`config.mk`:
```
export PLATFORM = sky130hd
export DESIGN_NAME = clk_tick_gen_flat
export DESIGN_NICKNAME = d
export VERILOG_FILES = /design/src/rtl/clk_tick_gen_if.sv /design/src/rtl/clk_tick_gen.sv /design/src/flat_wrapper.sv
export SDC_FILE = /design/constraint.sdc
export NUM_CORES = 1
export LEC_CHECK = 0
export BUFFER_PORTS_ARGS = -buffer_cell sky130_fd_sc_hd__clkbuf_2
export CORE_ASPECT_RATIO = 1.75
export CORE_MARGIN = 2
export CORE_UTILIZATION = 55
export DETAILED_ROUTE_END_ITERATION = 8
export PLACE_DENSITY_LB_ADDON = 0.15
export SLEW_MARGIN = 20
export SYNTH_ARGS = -nofsm -noshare
export SYNTH_HDL_FRONTEND = slang
export SYNTH_SLANG_ARGS = --single-unit
export TNS_END_PERCENT = 50
```
`constraint.sdc`:
```
create_clock -name clk -period 8.2 [get_ports clk]
set_clock_uncertainty 0.1 [all_clocks]
set_input_delay 1.64 -clock clk [delete_from_list [all_inputs] [get_ports clk]]
set_output_delay 1.64 -clock clk [all_outputs]
set_load 0.005 [all_outputs]
```
`src/rtl/clk_tick_gen_if.sv`:
```
// clk_tick_gen_if: control/status bundle for the multi-channel tick generator.
//   en, sync       per-channel count enable / synchronous phase clear
//   div_wr/sel/data divisor write strobe, channel index, new divisor
//   clk_out, tick  divided clocks and one-cycle tick enables
//   pending        shadow divisor waiting to be committed
// master = controller side, slave = clk_tick_gen.
interface clk_tick_gen_if #(
  parameter int CHANNELS = 4,
  parameter int WIDTH    = 16,
  parameter int SELW     = (CHANNELS > 1) ? $clog2(CHANNELS) : 1
);
  logic [CHANNELS-1:0] en;
  logic [CHANNELS-1:0] sync;
  logic                div_wr;
  logic [SELW-1:0]     div_sel;
  logic [WIDTH-1:0]    div_data;
  logic [CHANNELS-1:0] clk_out;
  logic [CHANNELS-1:0] tick;
  logic [CHANNELS-1:0] pending;

  modport master (
    output en, sync, div_wr, div_sel, div_data,
    input  clk_out, tick, pending
  );
  modport slave (
    input  en, sync, div_wr, div_sel, div_data,
    output clk_out, tick, pending
  );
endinterface

```
`src/rtl/clk_tick_gen.sv`:
```
// clk_tick_gen: CHANNELS independent clock dividers / tick generators.
//   clk, reset  source clock, async active-high reset
//   bus         clk_tick_gen_if.slave (enables, syncs, divisor writes in;
//               divided clocks, ticks, pending flags out)
// Each channel divides by a runtime divisor N: clk_out has period 2N, tick
// pulses once every N enabled cycles. Divisor writes land in a shadow
// register and are committed at the next wrap, or on the next idle edge.

// One divider channel. wr/wdata are already decoded and zero-mapped.
module clk_tick_lane #(
  parameter int               WIDTH = 16,
  parameter logic [WIDTH-1:0] DEF   = WIDTH'(7)
) (
  input  logic             clk,
  input  logic             reset,
  input  logic             en,
  input  logic             sync,
  input  logic             wr,
  input  logic [WIDTH-1:0] wdata,
  output logic             clk_out,
  output logic             tick,
  output logic             pending
);
  logic [WIDTH-1:0] cnt, act, shd;
  logic             wrap;

  // act is never 0, so act-1 cannot underflow.
  assign wrap = (cnt == act - WIDTH'(1));

  always_ff @(posedge clk or posedge reset) begin
    if (reset) begin
      cnt     <= '0;
      act     <= DEF;
      shd     <= DEF;
      pending <= 1'b0;
      clk_out <= 1'b0;
      tick    <= 1'b0;
    end else begin
      if (sync) begin
        cnt     <= '0;
        clk_out <= 1'b0;
        tick    <= 1'b0;
      end else if (en) begin
        if (wrap) begin
          cnt     <= '0;
          clk_out <= ~clk_out;
          tick    <= 1'b1;
          if (pending) begin
            act     <= shd;
            pending <= 1'b0;
          end
        end else begin
          cnt  <= cnt + WIDTH'(1);
          tick <= 1'b0;
        end
      end else begin
        tick <= 1'b0;
        // Idle commit: restart the count under the new divisor.
        if (pending) begin
          act     <= shd;
          cnt     <= '0;
          pending <= 1'b0;
        end
      end
      // A write in a commit cycle: commit used the old shd above, the new
      // value stays pending (later assignment wins).
      if (wr) begin
        shd     <= wdata;
        pending <= 1'b1;
      end
    end
  end
endmodule

module clk_tick_gen #(
  parameter int CHANNELS    = 4,
  parameter int WIDTH       = 16,
  parameter int DEFAULT_DIV = 7,
  parameter int SELW        = (CHANNELS > 1) ? $clog2(CHANNELS) : 1
) (
  input  logic           clk,
  input  logic           reset,
  clk_tick_gen_if.slave  bus
);
  logic [WIDTH-1:0]    wdata;
  logic [CHANNELS-1:0] clk_out_w, tick_w, pend_w;

  // Divisor 0 is meaningless; store it as 1.
  assign wdata = (bus.div_data == '0) ? WIDTH'(1) : bus.div_data;

  // div_sel >= CHANNELS matches no lane, so such writes are dropped.
  for (genvar i = 0; i < CHANNELS; i++) begin : g_lane
    clk_tick_lane #(
      .WIDTH (WIDTH),
      .DEF   (WIDTH'(DEFAULT_DIV))
    ) u_lane (
      .clk     (clk),
      .reset   (reset),
      .en      (bus.en[i]),
      .sync    (bus.sync[i]),
      .wr      (bus.div_wr && (bus.div_sel == SELW'(i))),
      .wdata   (wdata),
      .clk_out (clk_out_w[i]),
      .tick    (tick_w[i]),
      .pending (pend_w[i])
    );
  end

  assign bus.clk_out = clk_out_w;
  assign bus.tick    = tick_w;
  assign bus.pending = pend_w;
endmodule

```
`src/flat_wrapper.sv`:
```
// flat-port wrapper written by rule: the top's interface ports become plain ports
module clk_tick_gen_flat 
#(
  parameter int CHANNELS    = 4,
  parameter int WIDTH       = 16,
  parameter int DEFAULT_DIV = 7,
  parameter int SELW        = (CHANNELS > 1) ? $clog2(CHANNELS) : 1
)
  (clk, reset, bus_en, bus_sync, bus_div_wr, bus_div_sel, bus_div_data, bus_clk_out, bus_tick, bus_pending);
  clk_tick_gen_if #(.CHANNELS(CHANNELS), .WIDTH(WIDTH), .SELW(SELW)) bus_i ();
  input  logic clk;
  input  logic reset;
  input wire logic [$bits(bus_i.en)-1:0] bus_en;
  input wire logic [$bits(bus_i.sync)-1:0] bus_sync;
  input wire logic [$bits(bus_i.div_wr)-1:0] bus_div_wr;
  input wire logic [$bits(bus_i.div_sel)-1:0] bus_div_sel;
  input wire logic [$bits(bus_i.div_data)-1:0] bus_div_data;
  output wire logic [$bits(bus_i.clk_out)-1:0] bus_clk_out;
  output wire logic [$bits(bus_i.tick)-1:0] bus_tick;
  output wire logic [$bits(bus_i.pending)-1:0] bus_pending;
  assign bus_i.en = bus_en;
  assign bus_i.sync = bus_sync;
  assign bus_i.div_wr = bus_div_wr;
  assign bus_i.div_sel = bus_div_sel;
  assign bus_i.div_data = bus_div_data;
  assign bus_clk_out = bus_i.clk_out;
  assign bus_tick = bus_i.tick;
  assign bus_pending = bus_i.pending;
  clk_tick_gen #(.CHANNELS(CHANNELS), .WIDTH(WIDTH), .DEFAULT_DIV(DEFAULT_DIV), .SELW(SELW)) u_core (.clk(clk), .reset(reset), .bus(bus_i));
endmodule
```
==> key figures, run 1 <==
Outcome
  – Status: finished, final reports clean

Detailed routing
  – First-pass DRT Iterations: 4
  – Vias: 8127
  – Detailed-route vias per instance: 6.007
  – Post-route DRC: 0
  – Antenna Nets Post-Route: 0
  – WL final: 23.51 mm
  – Wire per inst: 17.38 um
  – Iter 0 DRT Violations: 429

Setup path
  – Critical Path Start Type: flop
  – Delay-heaviest family, CP: simple AND/OR/NAND/NOR gates
  – Critical path type: flop to flop
  – Crit path cell chain: inv_1 -> ha_1 -> or4b_1 -> or4_1 -> a211oi_1 -> o311ai_1 -> nor4_1 -> or3b_1 -> o21ai_0 -> a21o_1
  – Reg2reg setup slack: 4180 ps
  – Slowest CP cell: or3b_1
  – Reg2reg path depth: 10
  – Worst R2R Start: u_core.g_lane[2].u_lane.act[0]
  – RR Endpoint: u_core.g_lane[2].u_lane.cnt[7]
  – Worst EP required: 8490 ps
  – Kind of end point of the critical path: flop
  – Arr. time, crit path: 4310 ps
  – Crit path largest cell delay: roughly 700 ps
  – CP bufs+invs: 1
  – Worst Path Max Fanout: 28

Global route
  – GR Util met1: 0.2650
  – GRT overflow: 0
  – Pin count of the biggest net entering global routing: 135
  – Gr busiest metal: met2
  – Vias in the first global route: 8144
  – Initial antenna violation count: 0
  – Met2 Use GR: 0.4003
  – First-pass GRT wire length: 40.10 mm
  – Overall Global Routing Usage: 0.2201
  – M3 GR Usage: 0.02475

Clock tree
  – CTS Buf Count: 21
  – CTS H-tree lvls: 1
  – Clock sink total: just over 200
  – Worst-skew pair later-pin latency: roughly 500 ps
  – Cts hold-fix bufs: 0
  – CTS clk-pin slew, worst paths: 70 ps
  – CTS tree: built
  – Buffer depth of the longest clock path: 3
  – Setup bufs post-CTS: 0
  – Root buffer cell: clkbuf_16
  – # resized after CTS: 0

STA
  – Max-slew violation count: 0
  – Setup violators final: 0
  – Max Freq: 248.8 MHz
  – Minimum clock period: 4019 ps
  – Max-Slew Margin vs Limit: 0.3263
  – Worst-Margin Slew: 1007 ps
  – Final critical-path share of the clock period: 0.4901
  – Final hold vios: 0
  – Setup TNS: 0 ps
  – RSZ-0062 raised after global routing: false

Yosys
  – Post-Syn Area: 0.01128 sq mm
  – Synth area leader: dfrtp_1
  – Synth top area share: 0.3992
  – Number of synthesized flops with an enable pin: 0
  – Netlist cell types: 75
  – Seq/Total Area, Yosys: 0.4551
  – Ys flop type: dfrtp_1
  – Ys async rst share: 1.000
  – Most common cell in the netlist: dfrtp_1
  – Area contributors post-synth: dfrtp_1, mux2_2, dfstp_2
  – #FFs+latches synth: 204
  – Post-synthesis instance total: 1081
  – Most common library cells after synthesis: dfrtp_1, mux2_2, nand2_1, nand3_1, nor2_1
  – Syn Area/Cell: around 10 sq um
  – Syn nets: 1118
  – Warnings, synthesis: 0

Hold path
  – Hold EP: u_core.g_lane[0].u_lane.act[6]
  – HP Start: u_core.g_lane[0].u_lane.shd[6]
  – Worst Hold Depth: 1
  – Hold WC Path Type: flop to flop

Finish
  – Non-Filler Instances: about 1400
  – Area Overhead vs Synth: 8.926%
  – Layout cells sized above 1: 0.2262
  – # nets final: 1128
  – Antenna Diode Count: 0

Place
  – PortBufs: 40
  – Post-DP HPWL: 16.62 mm
  – Gpl congestion: 0.8632
  – Placed insts: between 1000 and 1500

Floorplanning
  – Core outline area: 0.02020 sq mm
  – Die width: 112.3 um
  – FP Rows: between 60 and 70
  – Die H: approximately 190 um
  – Top Ports: 41
  – Initial Utilization: 0.5585
  – DIE AREA: 0.02172 sq mm

Flow run
  – # Max-Cap Violations: 0

Power and ir drop
  – Clock network power share: 0.302
  – Leak: 0.005232 uW
  – Combinational share of power: 0.250
  – Internal: 2216 uW
  – Psw: 1062 uW
  – Cell Pwr Density: 266.7 mW/mm^2
  – Seq pwr share: 0.448
  – Switching Share: 0.3240
  – Peak supply drop: 0.2174 mV
[sequential cells by signal, summed over array words and instances, names as in the netlist]
name / cells
u_core.g_lane.u_lane.tick: 4
u_core.g_lane.u_lane.clk_out: 4
u_core.g_lane.u_lane.cnt: 64
u_core.g_lane.u_lane.shd: 64
u_core.g_lane.u_lane.act: 64
u_core.g_lane.u_lane.pending: 4
[layout by cell type, fill, tap and decap left out, types with 10 or more instances in the layout]
cell type,count
clkbuf_2,40
or3_1,14
nand4_1,10
nand2_1,80
a31oi_1,13
mux2_4,10
a21o_1,21
mux2_2,110
mux2i_1,18
nand3_1,58
dfstp_2,24
inv_1,25
a22o_1,12
and3_1,31
xor2_1,33
a21oi_1,26
nor3_1,31
nor3b_1,17
xnor2_1,43
clkbuf_16,21
nor2_1,53
nand2b_1,13
nor4_1,15
dfrtp_1,180
o21ai_0,46
[worst max path at each step]
stage                                              start                              end  slack (ps)  cells after the start
after floorplan                                    reset  u_core.g_lane[0].u_lane.act[10]         930                      1
after global placement    u_core.g_lane[3].u_lane.act[3]  u_core.g_lane[3].u_lane.act[10]        4330                      8
after detailed placement  u_core.g_lane[3].u_lane.act[3]  u_core.g_lane[3].u_lane.act[11]        4240                      8
after CTS                 u_core.g_lane[2].u_lane.act[0]   u_core.g_lane[2].u_lane.cnt[7]        4230                     10
after global routing      u_core.g_lane[2].u_lane.act[0]   u_core.g_lane[2].u_lane.cnt[6]        3900                     10
final                     u_core.g_lane[2].u_lane.act[0]   u_core.g_lane[2].u_lane.cnt[7]        4180                     10
[routing by layer]
metal	wire length, um	vias up	part of all wire
li1	-	3948	-
met1	9827	4025	0.42
met2	12340	104	0.52
met3	567	50	0.024
met4	777	0	0.033
met5	0	-	0
[layout make-up]
class                           count  area (sq um)
Clock buffer                       24         566.8
Clock inverter                     13         158.9
Fill cell                        1767          7911
Inverter                           26         105.1
Multi-Input combinational cell    790          5754
Sequential cell                   204          5135
Tap cell                          248         310.3
Timing Repair Buffer               48         260.3
[cells by family after synthesis]
| logic type | share of synthesized area |
|---|---|
| AO/OA/AOI/OAI | 0.1109 |
| flip-flops | 0.4551 |
| buffers and inverters | 0.03670 |
| adder cells (fa/ha/maj) | 0.008872 |
| XOR/XNOR | 0.05899 |
| multiplexers | 0.1460 |
| AND/OR/NAND/NOR | 0.1834 |
[stage by stage]
stage | hold WS [ps] | area, sq um | util | setup WS (ps) | total power [uW]
after floorplan | 352.2 | 11280 | - | 932.3 | 2090
after global placement | 363.4 | 11560 | 0.5720 | 4329 | 2268
after detailed placement | 373.7 | 11560 | 0.5720 | 4244 | 2294
after CTS | 394.4 | 12280 | 0.6080 | 4226 | 3302
after global routing | 420.0 | 12290 | 0.6084 | 3897 | 3474
final | 392.6 | 12290 | 0.6084 | 4181 | 3278
[power by group through the flow]
stage | logic [uW] | registers, uW | clock network, uW
after floorplan | 698 | 1390 | 0
after global placement | 794 | 1470 | 0
after detailed placement | 815 | 1480 | 0
after CTS | 822 | 1470 | 1010
after global routing | 911 | 1510 | 1060
final | 821 | 1470 | 989
No activity file was read; power rests on OpenSTA's default activity.
==> run 2: changes to the inputs <==
==> constraint.sdc (replaced) <==
create_clock -name clk -period 3.3 [get_ports clk]
set_clock_uncertainty 0.1 [all_clocks]
set_input_delay 0.66 -clock clk [delete_from_list [all_inputs] [get_ports clk]]
set_output_delay 0.66 -clock clk [all_outputs]
set_load 0.005 [all_outputs]
==> key figures, run 2 (synthesis results as in run 1) <==
Clock tree
  – Buffer depth of the longest clock path: 3
  – CTS H-tree lvls: 1
  – CTS tree: built
  – Root buffer cell: clkbuf_16
  – CTS clk-pin slew, worst paths: 70 ps
  – CTS Buf Count: 21
  – Worst-skew pair later-pin latency: about 510 ps
  – Clock sink total: 204

Detailed routing
  – Detailed-route vias per instance: 5.901
  – Vias: 8403
  – WL final: 24.56 mm
  – Met3 WL: approximately 550 um
  – Iter 0 DRT Violations: approximately 410
  – Max layer used: met4
  – Wire per inst: between 15 and 20 um
  – Post-route DRC: 0
  – Antenna Nets Post-Route: 0
  – Metal1 wirelength: 10.04 mm
  – Routed wl met2: 13.08 mm
  – First-pass DRT Iterations: 4

Finish
  – Top Registers: u_core.g_lane.u_lane.act: 64 flops, u_core.g_lane.u_lane.cnt: 64 flops, u_core.g_lane.u_lane.shd: 64 flops
  – Layout cells sized above 1: 0.2908
  – Antenna Diode Count: 0
  – Area Overhead vs Synth: 15.80%
  – Reg area: 0.005136 sq mm
  – # nets final: between 1000 and 1500
  – Most frequent cells in the layout: dfrtp_1, mux2_2, nand2_1
  – Multi-input gate area: 0.005888 sq mm
  – Util after Layout: 0.6468
  – FILL cells: between 1500 and 2000
  – Most common cell after layout, fill and taps aside: dfrtp_1

Power and ir drop
  – Cell Pwr Density: 657.9 mW/mm^2
  – Peak supply drop: 0.5600 mV
  – Leak: 0.005643 uW

STA
  – Max-slew violation count: 0
  – Setup TNS: 0 ps
  – Max Freq: around 310 MHz
  – Fin Hold WS: around 200 ps
  – Worst-Margin Slew: 885.9 ps
  – Setup violators final: 0
  – Final critical-path share of the clock period: 0.9746
  – Minimum clock period: between 3000 and 4000 ps
  – Max-Slew Margin vs Limit: 0.4076
  – Final hold vios: 0

Setup path
  – Critical path type: flop to flop
  – Arr. time, crit path: around 3500 ps
  – Worst Path Max Fanout: 8
  – Reg2reg setup slack: 80 ps
  – Critical Path Start Type: flop
  – Kind of end point of the critical path: flop
  – Worst EP required: between 3000 and 4000 ps

Place
  – Gpl congestion: 0.9132
  – Post-DP HPWL: 17.61 mm
  – PortBufs: 40

Floorplanning
  – Die H: 193.5 um
  – Top Ports: 41
  – Die width: 112.3 um
  – Core outline area: 0.02020 sq mm
  – FP Rows: 69
  – DIE AREA: approximately 0.022 sq mm
  – Initial Utilization: 0.5585

Flow run
  – # Max-Cap Violations: 0

Global route
  – Overall Global Routing Usage: 0.2255
  – Pin count of the biggest net entering global routing: 48
  – Vias in the first global route: 8443
  – First-pass GRT wire length: 41.21 mm
  – Initial antenna violation count: 0
  – GRT overflow: 0

Outcome
  – Status: finished, final reports clean

Hold path
  – Hold WC Path Type: input pin to asynchronous set/reset pin
[run 2: routing by layer]
layer / track usage / up-vias
li1: - / 4088
met1: 0.2750 / 4142
met2: 0.4099 / 113
met3: 0.02099 / 60
met4: 0.08401 / 0
met5: 0 / -
[run 2: repair_timing]
item,4_1_cts,5_1_grt
hold buffers,0,0
pin swaps,0,8
gates resized for setup,3,27
setup endpoints to repair,7,82
buffers inserted,0,7
gates cloned,0,2
[run 2: metrics by stage]
| step | cell area, sq um | worst slack (ps) | power [uW] | std cells |
|---|---|---|---|---|
| 6_report | 13070 | 83.71 | 8596 | 1424 |
| 5_1_grt | 13070 | -40.42 | 9102 | 1424 |
| 4_1_cts | 12830 | 27.47 | 8510 | 1415 |
| 3_5_place_dp | 12100 | -8.733 | 6021 | 1377 |
| 3_3_place_gp | 12100 | 65.33 | 5935 | 1377 |
| 2_1_floorplan | 11290 | -84.69 | 5194 | 1081 |
[run 2: layout make-up]
cell class	count	area share
sequential	204	0.3931
inverter	26	0.007756
multi-input combinational	790	0.4506
clock buffer	22	0.04127
tap	248	0.02375
timing repair buffer	118	0.07048
clock inverter	16	0.01302
[run 2: path summary, 6_finish.rpt]
| kind | cells after the start | start | endpoint |
|---|---|---|---|
| min in group clk | 2 | bus_sync[0] | u_core.g_lane[0].u_lane.clk_out |
| setup / recovery | 10 | u_core.g_lane[3].u_lane.act[4] | u_core.g_lane[3].u_lane.act[6] |
| setup reg to reg | 10 | u_core.g_lane[3].u_lane.act[4] | u_core.g_lane[3].u_lane.act[6] |
| hold reg to reg | 1 | u_core.g_lane[1].u_lane.shd[4] | u_core.g_lane[1].u_lane.act[4] |
| hold / removal | 2 | reset | u_core.g_lane[2].u_lane.shd[7] |
| max in group asynchronous | 3 | reset | u_core.g_lane[2].u_lane.act[1] |
[run 2: worst max-delay path, cell delays in order (launching register included)]
cell       delay (ps)
dfrtp_2           440
or4_4             500
or3_1             320
a31oi_1           240
o21ai_2           110
a2111oi_4         390
nand2_2           140
a211oi_4          210
buf_4             180
clkbuf_16         170
mux2_4            300
[run 2: where the power goes]
part           total, uW  switching [uW]  internal, uW
combinational       2630            1270          1360
clock               2450            1070          1380
sequential          3510             468          3040
==> run 3: changes to the inputs <==
--- a/config.mk
+++ b/config.mk
@@ -10,6 +10,7 @@
 export CORE_MARGIN = 2
 export CORE_UTILIZATION = 55
 export DETAILED_ROUTE_END_ITERATION = 8
+export MAX_ROUTING_LAYER = met4
 export PLACE_DENSITY_LB_ADDON = 0.15
 export SLEW_MARGIN = 20
 export SYNTH_ARGS = -nofsm -noshare
==> key figures, run 3 (synthesis results as in run 1) <==
Place
  – PortBufs: 40
  – Placed insts: 1380
  – Post-DP HPWL: 17.32 mm
  – Gpl congestion: 0.9210
  – Placed Instance Area: 0.01211 sq mm

Power and ir drop
  – Seq pwr share: 0.411
  – Combinational share of power: 0.306
  – Switching Share: 0.3266
  – Psw: 2791 uW
  – Leak: 0.005621 uW
  – Clock network power share: 0.283
  – Pwr Total: 8547 uW
  – Peak supply drop: about 0.52 mV
  – Cell Pwr Density: 656.1 mW/mm^2
  – Internal: roughly 5800 uW

Clock tree
  – Clock sink total: 204
  – CTS tree: built
  – CTS H-tree lvls: 1
  – Root buffer cell: clkbuf_16
  – Cts hold-fix bufs: 0
  – CTS Buf Count: 21
  – Worst-skew pair later-pin latency: between 500 and 600 ps
  – Buffer depth of the longest clock path: 3
  – CTS clk-pin slew, worst paths: approximately 70 ps

Finish
  – Most common cell after layout, fill and taps aside: dfrtp_1
  – Non-Filler Instances: 1421
  – Layout cells sized above 1: 0.2890
  – Most frequent cells in the layout: dfrtp_1, mux2_2, nand2_1
  – Antenna Diode Count: 0
  – Top Registers: u_core.g_lane.u_lane.act: 64 flops, u_core.g_lane.u_lane.cnt: 64 flops, u_core.g_lane.u_lane.shd: 64 flops
  – FILL cells: around 1700
  – Final Cell Area: 0.01303 sq mm
  – Area Overhead vs Synth: 15.46%
  – # nets final: 1195

Global route
  – Gr busiest metal: met2
  – GR Util met1: 0.2695
  – GRT overflow: 0
  – Initial antenna violation count: 0
  – First-pass GRT wire length: 40.22 mm
  – Pin count of the biggest net entering global routing: 66
  – Overall Global Routing Usage: 0.2278
  – Met2 Use GR: 0.4058
  – M3 GR Usage: 0.02130
  – Vias in the first global route: 8253

STA
  – Minimum clock period: 3252 ps
  – Final critical-path share of the clock period: 0.9856
  – Worst-Margin Slew: 923.4 ps
  – Max-slew violation count: 0
  – Setup violators final: 0
  – Max-Slew Margin vs Limit: 0.3825
  – Max Freq: 307.5 MHz
  – Fin Hold WS: around 210 ps
  – Final hold vios: 0

Hold path
  – Hold WC Path Type: input pin to asynchronous set/reset pin

Setup path
  – Worst Path Max Fanout: 16
  – Critical path type: flop to flop
  – Arr. time, crit path: 3530 ps
  – Worst EP required: about 3600 ps
  – Kind of end point of the critical path: flop
  – Critical Path Start Type: flop

Floorplanning
  – Die width: 112.3 um
  – Top Ports: 41
  – FP Rows: around 70
  – Core outline area: 0.02020 sq mm
  – Initial Utilization: 0.5585
  – Die H: slightly below 200 um
  – DIE AREA: 0.02172 sq mm

Detailed routing
  – Iter 0 DRT Violations: 580
  – Vias: 8310
  – Wire per inst: 17.04 um
  – First-pass DRT Iterations: 6
  – WL final: 24.21 mm
  – Detailed-route vias per instance: between 5 and 6
  – Post-route DRC: 0
  – Antenna Nets Post-Route: 0

Outcome
  – Status: finished, final reports clean

Flow run
  – # Max-Cap Violations: 0
run 3: changes by cell type in the layout (fill, tap and decap cells not counted), moves of 2 or more:
cell	previous run	this run
clkbuf_8	1	4
inv_6	5	3
buf_4	68	66
nor3_1	31	29
nor3_2	0	2
buf_12	8	6
run 3: repair_timing:
item / CTS / global route
resized for setup: 2 / 26
endpoints found under the setup margin: 2 / 92
gates cloned: 0 / 2
buffers inserted: 0 / 1
pin swaps: 0 / 7
run 3: per-layer routing:
metal	vias up	wire, um
li1	4084	-
met1	4082	9983
met2	99	12950
met3	45	539
met4	0	742
met5	-	0
run 3: final timing paths:
path / from / endpoint / slack, ps / cells after the start
max: u_core.g_lane[0].u_lane.act[2] / u_core.g_lane[0].u_lane.act[7] / 50 / 11
min: reset / u_core.g_lane[1].u_lane.shd[3] / 210 / 2
max reg2reg: u_core.g_lane[0].u_lane.act[2] / u_core.g_lane[0].u_lane.act[7] / 50 / 11
min reg2reg: u_core.g_lane[1].u_lane.shd[0] / u_core.g_lane[1].u_lane.shd[0] / 380 / 2
max in group asynchronous: reset / u_core.g_lane[0].u_lane.act[0] / 2040 / 3
min in group clk: bus_sync[0] / u_core.g_lane[0].u_lane.clk_out / 290 / 2
run 3: metrics by stage:
| stage | TNS, ps | worst slack [ps] | util |
|---|---|---|---|
| 3_5_place_dp | -4.504 | -4.504 | 0.5993 |
| 4_1_cts | 0 | 2.843 | 0.6351 |
| 6_report | 0 | 47.65 | 0.6449 |
| 2_1_floorplan | -15580 | -84.69 | - |
| 3_3_place_gp | 0 | 52.22 | 0.5993 |
| 5_1_grt | -70.79 | -29.12 | 0.6449 |
run 3: final cells by class:
cell class	count	area [sq um]	share of cell area
clock buffers	25	580.6	0.04456
flip-flops and latches	204	5136	0.3943
repair buffers	115	877.1	0.06733
inverters	26	101.3	0.007779
clock inverters	13	127.6	0.009796
multi-input cells	790	5894	0.4525
well taps	248	310.3	0.02382
run 3: power by group through the flow:
stage	sequential [uW]	combinational [uW]	clock, uW
after floorplan	3460	1730	0
after global placement	3510	2440	0
after detailed placement	3530	2490	0
after CTS	3490	2520	2470
after global routing	3590	2890	2560
final	3510	2620	2420
run 3: worst max-delay path: stages, from the launching register on:
cell and delay (ps):
dfstp_2 530, buf_4 140, nor4_2 60, buf_4 150, a21o_1 170, a2111oi_1 590, nand4_1 190, a211oi_2 210
nand3_1 150, a211o_1 350, buf_12 160, mux2_1 310
